[config.mk]
export PLATFORM = sky130hd
export DESIGN_NAME = pc_sequencer_flat
export DESIGN_NICKNAME = d
export VERILOG_FILES = /design/src/rtl/pc_sequencer_if.sv /design/src/rtl/pc_sequencer.sv /design/src/flat_wrapper.sv
export SDC_FILE = /design/constraint.sdc
export NUM_CORES = 1
export LEC_CHECK = 0
export CELL_PAD_IN_SITES_DETAIL_PLACEMENT = 2
export CELL_PAD_IN_SITES_GLOBAL_PLACEMENT = 2
export CORE_ASPECT_RATIO = 0.6
export CORE_MARGIN = 2
export CORE_UTILIZATION = 24
export CTS_CLUSTER_SIZE = 28
export DETAILED_ROUTE_END_ITERATION = 6
export PLACE_DENSITY = 0.88
export SYNTH_ARGS = -nofsm -noshare
export SYNTH_HDL_FRONTEND = slang
export SYNTH_SLANG_ARGS = --single-unit
[constraint.sdc]
create_clock -name clk -period 1.77 [get_ports clk]
set_input_delay 0.177 -clock clk [delete_from_list [all_inputs] [get_ports clk]]
set_output_delay 0.177 -clock clk [all_outputs]
set_load 0.02 [all_outputs]
[src/rtl/pc_sequencer_if.sv]
// Fetch-sequencer bus: redirect requests, stall, imem handshake and the
// pc_module control outputs, grouped so the sequencer drops in behind one port.
interface pc_sequencer_if;
   logic        branch_valid;
   logic [31:0] branch_target;
   logic        jump_valid;
   logic [31:0] jump_target;
   logic        stall;
   logic        imem_ready;
   logic        imem_req;
   logic [1:0]  pc_select;
   logic [31:0] branch_addr;
   logic [31:0] jump_addr;
   logic        fetch_valid;
   logic        flush;
   logic        fetch_fault;

   // Front end / redirect logic / memory model side
   modport master (
      output branch_valid, branch_target, jump_valid, jump_target, stall, imem_ready,
      input  imem_req, pc_select, branch_addr, jump_addr, fetch_valid, flush, fetch_fault
   );

   // Sequencer side
   modport slave (
      input  branch_valid, branch_target, jump_valid, jump_target, stall, imem_ready,
      output imem_req, pc_select, branch_addr, jump_addr, fetch_valid, flush, fetch_fault
   );
endinterface

[src/rtl/pc_sequencer.sv]
// Fetch sequencer: steers pc_module via pc_select, runs the imem request
// handshake, defers mid-fetch redirects to the next fetch boundary and
// latches a sticky fault when memory never answers.
module pc_sequencer #(
   parameter int unsigned MAX_WAIT = 16
) (
   input logic           clk,
   input logic           reset,
   pc_sequencer_if.slave bus
);

   localparam int unsigned CW = $clog2(MAX_WAIT);

   typedef enum logic [1:0] {IDLE, FETCH, STALL, FAULT} state_t;

   state_t        state_q, state_d;
   logic [CW-1:0] wait_cnt_q, wait_cnt_d;
   logic          pend_q, pend_d;
   logic          pend_jump_q, pend_jump_d;
   logic [31:0]   pend_target_q, pend_target_d;

   logic          req_any;
   logic          redir_jump;
   logic          apply_point;
   logic          apply;
   logic [1:0]    sel;
   logic          valid;
   logic          flush_i;

   // State, wait counter and pending-redirect registers
   always_ff @(posedge clk) begin
      if (reset) begin
         state_q       <= IDLE;
         wait_cnt_q    <= '0;
         pend_q        <= 1'b0;
         pend_jump_q   <= 1'b0;
         pend_target_q <= '0;
      end else begin
         state_q       <= state_d;
         wait_cnt_q    <= wait_cnt_d;
         pend_q        <= pend_d;
         pend_jump_q   <= pend_jump_d;
         pend_target_q <= pend_target_d;
      end
   end

   // Next state, redirect capture/apply and combinational PC control
   always_comb begin
      state_d       = state_q;
      wait_cnt_d    = wait_cnt_q;
      pend_d        = pend_q;
      pend_jump_d   = pend_jump_q;
      pend_target_d = pend_target_q;
      sel           = 2'b11;
      valid         = 1'b0;
      flush_i       = 1'b0;

      req_any     = bus.jump_valid | bus.branch_valid;
      redir_jump  = pend_q ? pend_jump_q : bus.jump_valid;
      apply_point = (state_q == IDLE) || (state_q == STALL) ||
                    ((state_q == FETCH) && bus.imem_ready);
      apply       = apply_point && (pend_q || req_any);

      case (state_q)
         IDLE:    state_d = bus.stall ? STALL : FETCH;
         STALL:   if (!bus.stall) state_d = FETCH;
         FETCH: begin
            if (bus.imem_ready) begin
               wait_cnt_d = '0;
               state_d    = bus.stall ? STALL : FETCH;
               if (!apply) begin
                  sel   = 2'b00;
                  valid = 1'b1;
               end
            end else begin
               wait_cnt_d = wait_cnt_q + CW'(1);
               if (wait_cnt_q == CW'(MAX_WAIT - 1)) state_d = FAULT;
            end
         end
         default: state_d = FAULT;
      endcase

      // A pending redirect always wins over a same-cycle request; younger
      // requests arriving while one is pending are on the wrong path.
      if (apply) begin
         sel     = redir_jump ? 2'b10 : 2'b01;
         flush_i = 1'b1;
         pend_d  = 1'b0;
      end else if ((state_q != FAULT) && !pend_q && req_any) begin
         pend_d        = 1'b1;
         pend_jump_d   = bus.jump_valid;
         pend_target_d = bus.jump_valid ? bus.jump_target : bus.branch_target;
      end

      // Nothing may steer the PC while reset is being applied
      if (reset) begin
         sel     = 2'b11;
         valid   = 1'b0;
         flush_i = 1'b0;
      end

      bus.pc_select   = sel;
      bus.fetch_valid = valid;
      bus.flush       = flush_i;
      bus.jump_addr   = (pend_q && pend_jump_q) ? pend_target_q : bus.jump_target;
      bus.branch_addr = (pend_q && !pend_jump_q) ? pend_target_q : bus.branch_target;
   end

   assign bus.imem_req    = (state_q == FETCH);
   assign bus.fetch_fault = (state_q == FAULT);

endmodule

[src/flat_wrapper.sv]
// flat-port wrapper written by rule: the top's interface ports become plain ports
module pc_sequencer_flat 
#(
   parameter int unsigned MAX_WAIT = 16
)
  (clk, reset, bus_branch_valid, bus_branch_target, bus_jump_valid, bus_jump_target, bus_stall, bus_imem_ready, bus_imem_req, bus_pc_select, bus_branch_addr, bus_jump_addr, bus_fetch_valid, bus_flush, bus_fetch_fault);
  pc_sequencer_if bus_i ();
  input logic clk;
  input logic reset;
  input wire logic [$bits(bus_i.branch_valid)-1:0] bus_branch_valid;
  input wire logic [$bits(bus_i.branch_target)-1:0] bus_branch_target;
  input wire logic [$bits(bus_i.jump_valid)-1:0] bus_jump_valid;
  input wire logic [$bits(bus_i.jump_target)-1:0] bus_jump_target;
  input wire logic [$bits(bus_i.stall)-1:0] bus_stall;
  input wire logic [$bits(bus_i.imem_ready)-1:0] bus_imem_ready;
  output wire logic [$bits(bus_i.imem_req)-1:0] bus_imem_req;
  output wire logic [$bits(bus_i.pc_select)-1:0] bus_pc_select;
  output wire logic [$bits(bus_i.branch_addr)-1:0] bus_branch_addr;
  output wire logic [$bits(bus_i.jump_addr)-1:0] bus_jump_addr;
  output wire logic [$bits(bus_i.fetch_valid)-1:0] bus_fetch_valid;
  output wire logic [$bits(bus_i.flush)-1:0] bus_flush;
  output wire logic [$bits(bus_i.fetch_fault)-1:0] bus_fetch_fault;
  assign bus_i.branch_valid = bus_branch_valid;
  assign bus_i.branch_target = bus_branch_target;
  assign bus_i.jump_valid = bus_jump_valid;
  assign bus_i.jump_target = bus_jump_target;
  assign bus_i.stall = bus_stall;
  assign bus_i.imem_ready = bus_imem_ready;
  assign bus_imem_req = bus_i.imem_req;
  assign bus_pc_select = bus_i.pc_select;
  assign bus_branch_addr = bus_i.branch_addr;
  assign bus_jump_addr = bus_i.jump_addr;
  assign bus_fetch_valid = bus_i.fetch_valid;
  assign bus_flush = bus_i.flush;
  assign bus_fetch_fault = bus_i.fetch_fault;
  pc_sequencer #(.MAX_WAIT(MAX_WAIT)) u_core (.clk(clk), .reset(reset), .bus(bus_i));
endmodule
-- Word level (Yosys, flattened, before mapping)
Cells that the tools add are included.
- equal/unequal tests: 7
- add/subtract/negate cells: 1
- reductions and logical operators: 15
- muxes and demuxes: 21
- bitwise logic cells: 2
- operator list (cell ; count):
    32-bit 2-to-1 mux ; 3
    2-bit 2-to-1 mux ; 9
    1-bit 2-to-1 mux ; 7
    1-bit logical AND ; 6
    2-bit one-hot mux with 3 select lines ; 1
    4-bit by 1-bit adder with 4-bit output, second input constant ; 1
    2-bit equality test, second input constant ; 2
    4-bit equality test, second input constant ; 1
    4-bit 2-to-1 mux ; 1
    2-bit inequality test, second input constant ; 2
    2-bit AND reduction ; 2
    1-bit logical OR ; 3
    3-bit by 2-bit inequality test with 1-bit output, second input constant ; 1
    2-bit by 1-bit equality test with 1-bit output, second input constant ; 1
    1-bit logical NOT ; 2
    2-bit logical NOT ; 1
    2-bit OR reduction ; 1
    1-bit NOT ; 1
    1-bit OR ; 1
- logic and storage cells: 51
- bits of input ports: 70
- bits in registers: 40
- output and inout port bits: 70

-- Longest topological paths before layout
Gate-level depths: netlist of run 1.
- word-level depth: 8
- depth in mapped cells: 7
- depth with buffers taken out: 4

-- Least setup slack after synthesis of run 1
OpenSTA, ideal clock, no wires.
- kind: register -> output
- start: register u_core.pend_q
- end: output bus_pc_select[0]
- stages on the path, launching flop included: 6
- arrival time: 1367 ps
- slack: 226 ps
- path through: dfxtp_1 buf_2 nand2_1 buf_2 inv_1 o21ai_0
- longest elaborated chain between the ends: 4
- elaborated cells on any way between the ends: 6
- those cells by class: mux (4); reduce/logical (2)
- RTL lines (element ; line ; source):
    start: declaration ; pc_sequencer.sv:18 ; logic pend_q, pend_d;
    start signal: assignment ; pc_sequencer.sv:41 ; pend_q <= pend_d;
    1-bit 2-to-1 mux / 1-bit logical OR (equally long branches) ; pc_sequencer.sv:59, pc_sequencer.sv:62 ;
    2-bit 2-to-1 mux / 1-bit logical AND (equally long branches) ; pc_sequencer.sv:86, pc_sequencer.sv:62 ;
    2-bit 2-to-1 mux * ; pc_sequencer.sv:85 ; if (apply) begin
    2-bit 2-to-1 mux * ; pc_sequencer.sv:96 ; if (reset) begin
    end: declaration ; flat_wrapper.sv:17 ; output wire logic [$bits(bus_i.pc_select)-1:0] bus_pc_select;
Every way passes the cells marked *; elsewhere a longest branch is shown, timed or not.

-- Worst setup path after layout of run 1
- start: register u_core.pend_jump_q
- end: output bus_branch_addr[25]
- longest elaborated chain between the ends: 3
- RTL lines (element ; line ; source):
    start: declaration ; pc_sequencer.sv:19 ; logic pend_jump_q, pend_jump_d;
    start signal: assignment ; pc_sequencer.sv:42 ; pend_jump_q <= pend_jump_d;
    1-bit logical NOT ; pc_sequencer.sv:106 ; bus.branch_addr = (pend_q && !pend_jump_q) ? pend_target_q : bus.branch_target;
    1-bit logical AND ; pc_sequencer.sv:106 ;
    32-bit 2-to-1 mux ; pc_sequencer.sv:106 ;
    end: declaration ; flat_wrapper.sv:18 ; output wire logic [$bits(bus_i.branch_addr)-1:0] bus_branch_addr;
Every way passes these cells.

==> impl_metrics.toml, run 1 <==
[sta]
fmax_ghz = 0.577
whs_ns = 0.495
rsz0062_at_grt = "true"
slew_headroom = 0.580
slew_violations = 0
worst_pin_slew_ns = 0.630
final_hold_viol_count = 0
fin_setup_tns_ns = 0
layout_min_cycle_time_ns = 1.73
setup_viol = 0
clock_skew_ns = 0.00312
period_share = 0.979

[cts]
ctsLongestPathBuffers = 2
worstSkewPairLatency_ns = 0.28
cts_tree = "built"
htree_levels = 2
clk_pin_slew_ns = 0.06
hold_buffers = 0
cts_sinks = 40
numCtsBuffers = 5
cts_root_buf = "clkbuf_16"
cts_setup_buffers = 0

[floorplan]
dieArea_mm2 = 0.0129
die_x_um = 145
num_rows = 30
num_io_pins = 140
dieHeight_um = 88.6
initial_core_util = 0.250
core_area_mm2 = 0.0114

[final_layout]
drive_gt1_frac = 0.480
area_growth_pct = 59.9
final_nets = 495
design_area_mm2 = 0.00458
diodes = 0

[synthesis]
netlist_instances = 279
synthTopCellsByCount = "63 x mux2_2, 40 x dfxtp_1, 39 x a21oi_1"
synth_top_area_cell = "dfxtp_1"
yosysSeqAreaShare = 0.280
yosysMostFrequentCell = "mux2_2"
synth-edff-count = 0
ys_types = 34
ys_top_cells_by_area = "dfxtp_1 28%, mux2_2 25%, a211oi_2 13%, mux2i_1 11%, a21oi_1 6.8%"
yosysWarnings = 0
synthesis.nets = 350
syn_area_mm2 = 0.00286
synth_seq_cells = 40
synthFlopType = "dfxtp_1"
synth_top_area_frac = 0.280
postSynthAreaPerCell_um2 = 10.3
async_flop_share = 0

[worst_setup_path]
rr_startpoint = "u_core.state_q[0]"
end_kind = "output port"
cp.arrival_ns = 1.56
critical_path_class = "flip-flop to output port"
regToRegEndpoint = "u_core.pend_target_q[27]"
reg2reg_depth = 5
worstPathMaxFanout = 20
startpoint_type = "flip-flop"
cp_data_required_time_ns = 1.59
ff2ff_setup_slack_ns = 0.20

[hold_path]
whs_path_depth = 4
worstHoldStart = "bus_jump_valid"
holdPathEnd = "u_core.pend_jump_q"
hold_class = "primary input to flip-flop"

[power_and_ir_drop]
peakVddDrop_v = 0.000405
powerDensity_mw_per_mm2 = 634
totalPowerFinal_uw = 2900
p_leak_uw = 0.00181

[flow_run]
cap_violations = 0

[global_route]
grt_first_pass_wirelength_mm = 17.6
grt.overflow.total = 0
grt_antenna_before_repair = 0
track_usage = 0.173
grt_pass1_vias = 3105
grt_max_degree = 42

[drt]
dr.pass1.iters = 4
wl_per_cell_um = 19.5
final_antenna_net_count = 0
dr.first_iter.drc_count = 47
routed-via-count = 2746
avgViaCountPerCell = 4.69
wl_mm = 11.4
drc_errors = 0

[placement]
place.gp.congestion = 0.714
io_buffers = 139
dpl_cell_area_mm2 = 0.00454
hpwl_mm = 8.57

[outcome]
status = "completed"
-- layout by cell type (no fill, tap or decap), types with 2 or more instances in the layout --
cell type	n
clkdlybuf4s15_2	17
nand2b_1	3
nand2_1	3
inv_1	3
clkdlybuf4s50_1	68
a211oi_2	29
buf_2	32
buf_8	2
clkbuf_16	6
o21ai_0	3
dfxtp_4	2
dlygate4sd2_1	4
dfxtp_1	38
nand3_1	3
a211oi_1	3
buf_4	22
mux2_2	62
buf_12	5
nor2_1	5
clkbuf_2	16
mux2i_1	32
a21oi_1	39
-- cell type report --
cell class | count | area [um2]
clock inverter | 2 | 35.0
tap | 160 | 200
sequential | 40 | 808
inverter | 3 | 11.3
clock buffer | 6 | 129
multi-input combinational | 206 | 1920
fill | 1220 | 6870
timing repair buffer | 168 | 1480
-- registers in the layout, summed over array words and instances (netlist names) --
register,flops
u_core.state_q,2
u_core.pend_target_q,32
u_core.pend_jump_q,1
u_core.wait_cnt_q,4
u_core.pend_q,1
-- kinds of logic after synthesis --
| group | synth area share |
|---|---|
| DFF | 0.280 |
| buffers and inverters | 0.0651 |
| adders and majority gates | 0.00437 |
| AOI/OAI and AO/OA | 0.218 |
| muxes | 0.363 |
| and+or+nand+nor | 0.0695 |
-- through the flow --
| stage | utilization | worst slack, ns | cells |
|---|---|---|---|
| after global placement | 0.397 | -0.0879 | 575 |
| after CTS | 0.407 | -0.0806 | 583 |
| final | 0.400 | 0.0369 | 585 |
| after global routing | 0.400 | -0.0156 | 585 |
| after detailed placement | 0.397 | -0.205 | 575 |
| after floorplan | - | 0.226 | 279 |
-- how the worst max path moves through the flow --
| stage | cells after the start | start | to | slack, ns |
|---|---|---|---|---|
| floorplan | 5 | u_core.pend_q | bus_pc_select[0] | 0.23 |
| global placement | 4 | bus_branch_valid | bus_fetch_valid | -0.09 |
| detailed placement | 4 | bus_branch_valid | bus_fetch_valid | -0.20 |
| CTS | 4 | u_core.pend_jump_q | bus_branch_addr[25] | -0.08 |
| global route | 4 | u_core.pend_jump_q | bus_branch_addr[25] | -0.02 |
| finish | 4 | u_core.pend_jump_q | bus_branch_addr[25] | 0.04 |
-- power breakdown --
group / switching, uW / internal, uW
clock network: 366 / 664
logic: 447 / 437
registers: 42.5 / 944
-- metal layers --
metal	GRT usage	vias up	share of wire
met4	0.0135	0	0.0024
met3	0.0438	2	0.051
met5	0	-	0
met1	0.219	1325	0.47
li1	-	1335	-
met2	0.313	84	0.47
-- timing repair --
action | 4_1_cts | 5_1_grt
resized for setup | 200 | 48
cloned | 0 | 2
setup endpoints to repair | 69 | 47
-- worst max-delay path, stage by stage, from the launching register on --
cell,delay (ns)
dfxtp_4,0.38
nand2b_4,0.17
buf_12,0.18
mux2_2,0.37
clkbuf_2,0.16
Power figures use the tool's default switching activity.
==> inputs of run 2 (changes only) <==
--- a/config.mk
+++ b/config.mk
@@ -8,11 +8,11 @@
 export CELL_PAD_IN_SITES_DETAIL_PLACEMENT = 2
 export CELL_PAD_IN_SITES_GLOBAL_PLACEMENT = 2
 export CORE_ASPECT_RATIO = 0.6
-export CORE_MARGIN = 2
-export CORE_UTILIZATION = 24
+export CORE_MARGIN = 5
+export CORE_UTILIZATION = 25
 export CTS_CLUSTER_SIZE = 28
 export DETAILED_ROUTE_END_ITERATION = 6
-export PLACE_DENSITY = 0.88
+export PLACE_DENSITY = 0.91
 export SYNTH_ARGS = -nofsm -noshare
 export SYNTH_HDL_FRONTEND = slang
 export SYNTH_SLANG_ARGS = --single-unit
==> constraint.sdc (replaced) <==
create_clock -name clk -period 2.23 [get_ports clk]
set_input_delay 0.223 -clock clk [delete_from_list [all_inputs] [get_ports clk]]
set_output_delay 0.223 -clock clk [all_outputs]
set_load 0.02 [all_outputs]
==> run 2 against run 1 <==
  * Count of clock-buffer cells in the layout grew 2
  * Cell count shrank 4.6%
  * Flip-flop and latch count is the same
  * Sequential share of layout area shrank 0.18 points
  * Worst hold slack lost 0.065 ns
  * Sequential power shrank 20%
  * Via count grew 1.6%
  * Global-route usage shrank 0.81 points
  * Die area grew 7.1%
  * Critical path depth is the same
  * Non-clock buffer count shrank 11
  * Wire length grew 0.57%
==> impl_metrics.toml, run 2 (synthesis gave the netlist of run 1 again) <==
[final_layout]
largest_reg_flops = 32
final_common_cell = "clkdlybuf4s50_1"
design_area_mm2 = 0.00459
layout_common_cells = "129 x clkdlybuf4s50_1, 63 x mux2_2, 39 x a21oi_1, 39 x dfxtp_1, 32 x mux2i_1"
drive_gt1_frac = 0.302
area_growth_pct = 60.2
diodes = 0
final_nets = 484
top_register = "u_core.pend_target_q"
top_regs = "u_core.pend_target_q (32), u_core.wait_cnt_q (4), u_core.state_q (2)"

[sta]
final_hold_viol_count = 0
slew_violations = 0
slew_headroom = 0.712
rsz0062_at_grt = "false"
setup_viol = 0
clock_skew_ns = 0.00572
layout_min_cycle_time_ns = 2.16
period_share = 0.970
fmax_ghz = 0.463
worst_pin_slew_ns = 0.432
fin_setup_tns_ns = 0

[worst_setup_path]
startpoint_type = "flip-flop"
cp_data_required_time_ns = 2.01
worstPathMaxFanout = 21
end_kind = "output port"
cp.arrival_ns = 1.94
critical_path_class = "flip-flop to output port"

[floorplan]
dieArea_mm2 = 0.0138
dieHeight_um = 92.9
initial_core_util = 0.254
die_x_um = 148
core_area_mm2 = 0.0113
num_rows = 30
num_io_pins = 140

[global_route]
grt_max_degree = 27
track_usage = 0.165
grt_first_pass_wirelength_mm = 18.2
grt_pass1_vias = 3199
grt.overflow.total = 0
grt_antenna_before_repair = 0

[power_and_ir_drop]
peakVddDrop_v = 0.000255
p_leak_uw = 0.00176
totalPowerFinal_uw = 2260
powerDensity_mw_per_mm2 = 493

[cts]
worstSkewPairLatency_ns = 0.28
clk_pin_slew_ns = 0.06
htree_levels = 2
numCtsBuffers = 5
hold_buffers = 0
ctsLongestPathBuffers = 2
cts_sinks = 40
cts_tree = "built"
cts_root_buf = "clkbuf_16"

[drt]
wl_mm = 11.4
wl_per_cell_um = 20.5
routed-via-count = 2789
avgViaCountPerCell = 5.00
dr.first_iter.drc_count = 74
dr.pass1.iters = 3
final_antenna_net_count = 0
drc_errors = 0

[placement]
dpl_cell_area_mm2 = 0.00442
hpwl_mm = 8.84
io_buffers = 139
place.gp.congestion = 0.733

[outcome]
status = "completed"

[hold_path]
hold_class = "primary input to flip-flop"

[flow_run]
cap_violations = 0
[run 2: cell types whose count changed in the layout (fill, tap and decap cells not counted), sizes merged]
| cell | before | now |
|---|---|---|
| bufinv | 1 | 0 |
| dlygate4sd2 | 4 | 1 |
| clkdlybuf4s50 | 68 | 129 |
| buf | 62 | 20 |
| clkbuf | 23 | 8 |
| clkdlybuf4s15 | 17 | 0 |
| dlymetal6s2s | 0 | 7 |
| clkinv | 1 | 0 |
[run 2: path summary, 6_finish.rpt]
check                             from                        to  slack (ns)  cells after the start
setup / recovery    u_core.pend_jump_q       bus_branch_addr[31]        0.07                      4
hold / removal                   reset  u_core.pend_target_q[25]        0.43                      3
hold reg to reg   u_core.wait_cnt_q[3]      u_core.wait_cnt_q[3]        0.50                      2
setup reg to reg     u_core.state_q[1]  u_core.pend_target_q[10]        0.67                      4
[run 2: cell type report]
cell class | instances | area [um2]
fill | 1199 | 6670
multi-input combinational | 206 | 1880
timing repair buffer | 157 | 1570
inverter | 3 | 11.3
clock buffer | 8 | 146
sequential | 40 | 802
tap | 144 | 180
[run 2: what timing repair did]
item                                    CTS  global route
resized for setup                         3             9
endpoints found under the setup margin   22            20
buffers inserted                          0             0
[run 2: routing by layer]
layer  part of all wire  vias to the layer above  GRT usage  wire length (um)
li1                   -                     1314          -                 -
met1               0.46                     1375      0.210              5240
met2               0.47                       94      0.280              5340
met3              0.071                        6     0.0504               809
met4             0.0052                        0     0.0231                59
met5                  0                        -          0                 0
[run 2: report_power, final]
group	switching, uW	internal [uW]	total (uW)	leakage, uW
logic	356	387	743	0.00137
clock network	288	447	735	0.0000712
registers	33.2	751	784	0.000326
total	677	1580	2260	0.00176
[run 2: through the flow]
stage	setup slack [ns]	util	std cells	hold slack, ns
2_1_floorplan	0.640	-	279	0.315
3_3_place_gp	0.252	0.392	550	0.473
3_5_place_dp	0.138	0.392	550	0.499
4_1_cts	0.00270	0.406	558	0.417
5_1_grt	0.00133	0.408	558	0.436
6_report	0.0680	0.408	558	0.431
[run 2: worst max-delay path: stages (launching register included)]
cell             delay [ns]
dfxtp_1                0.36
nand2b_2               0.16
buf_8                  0.21
mux2_2                 0.36
clkdlybuf4s50_1        0.55
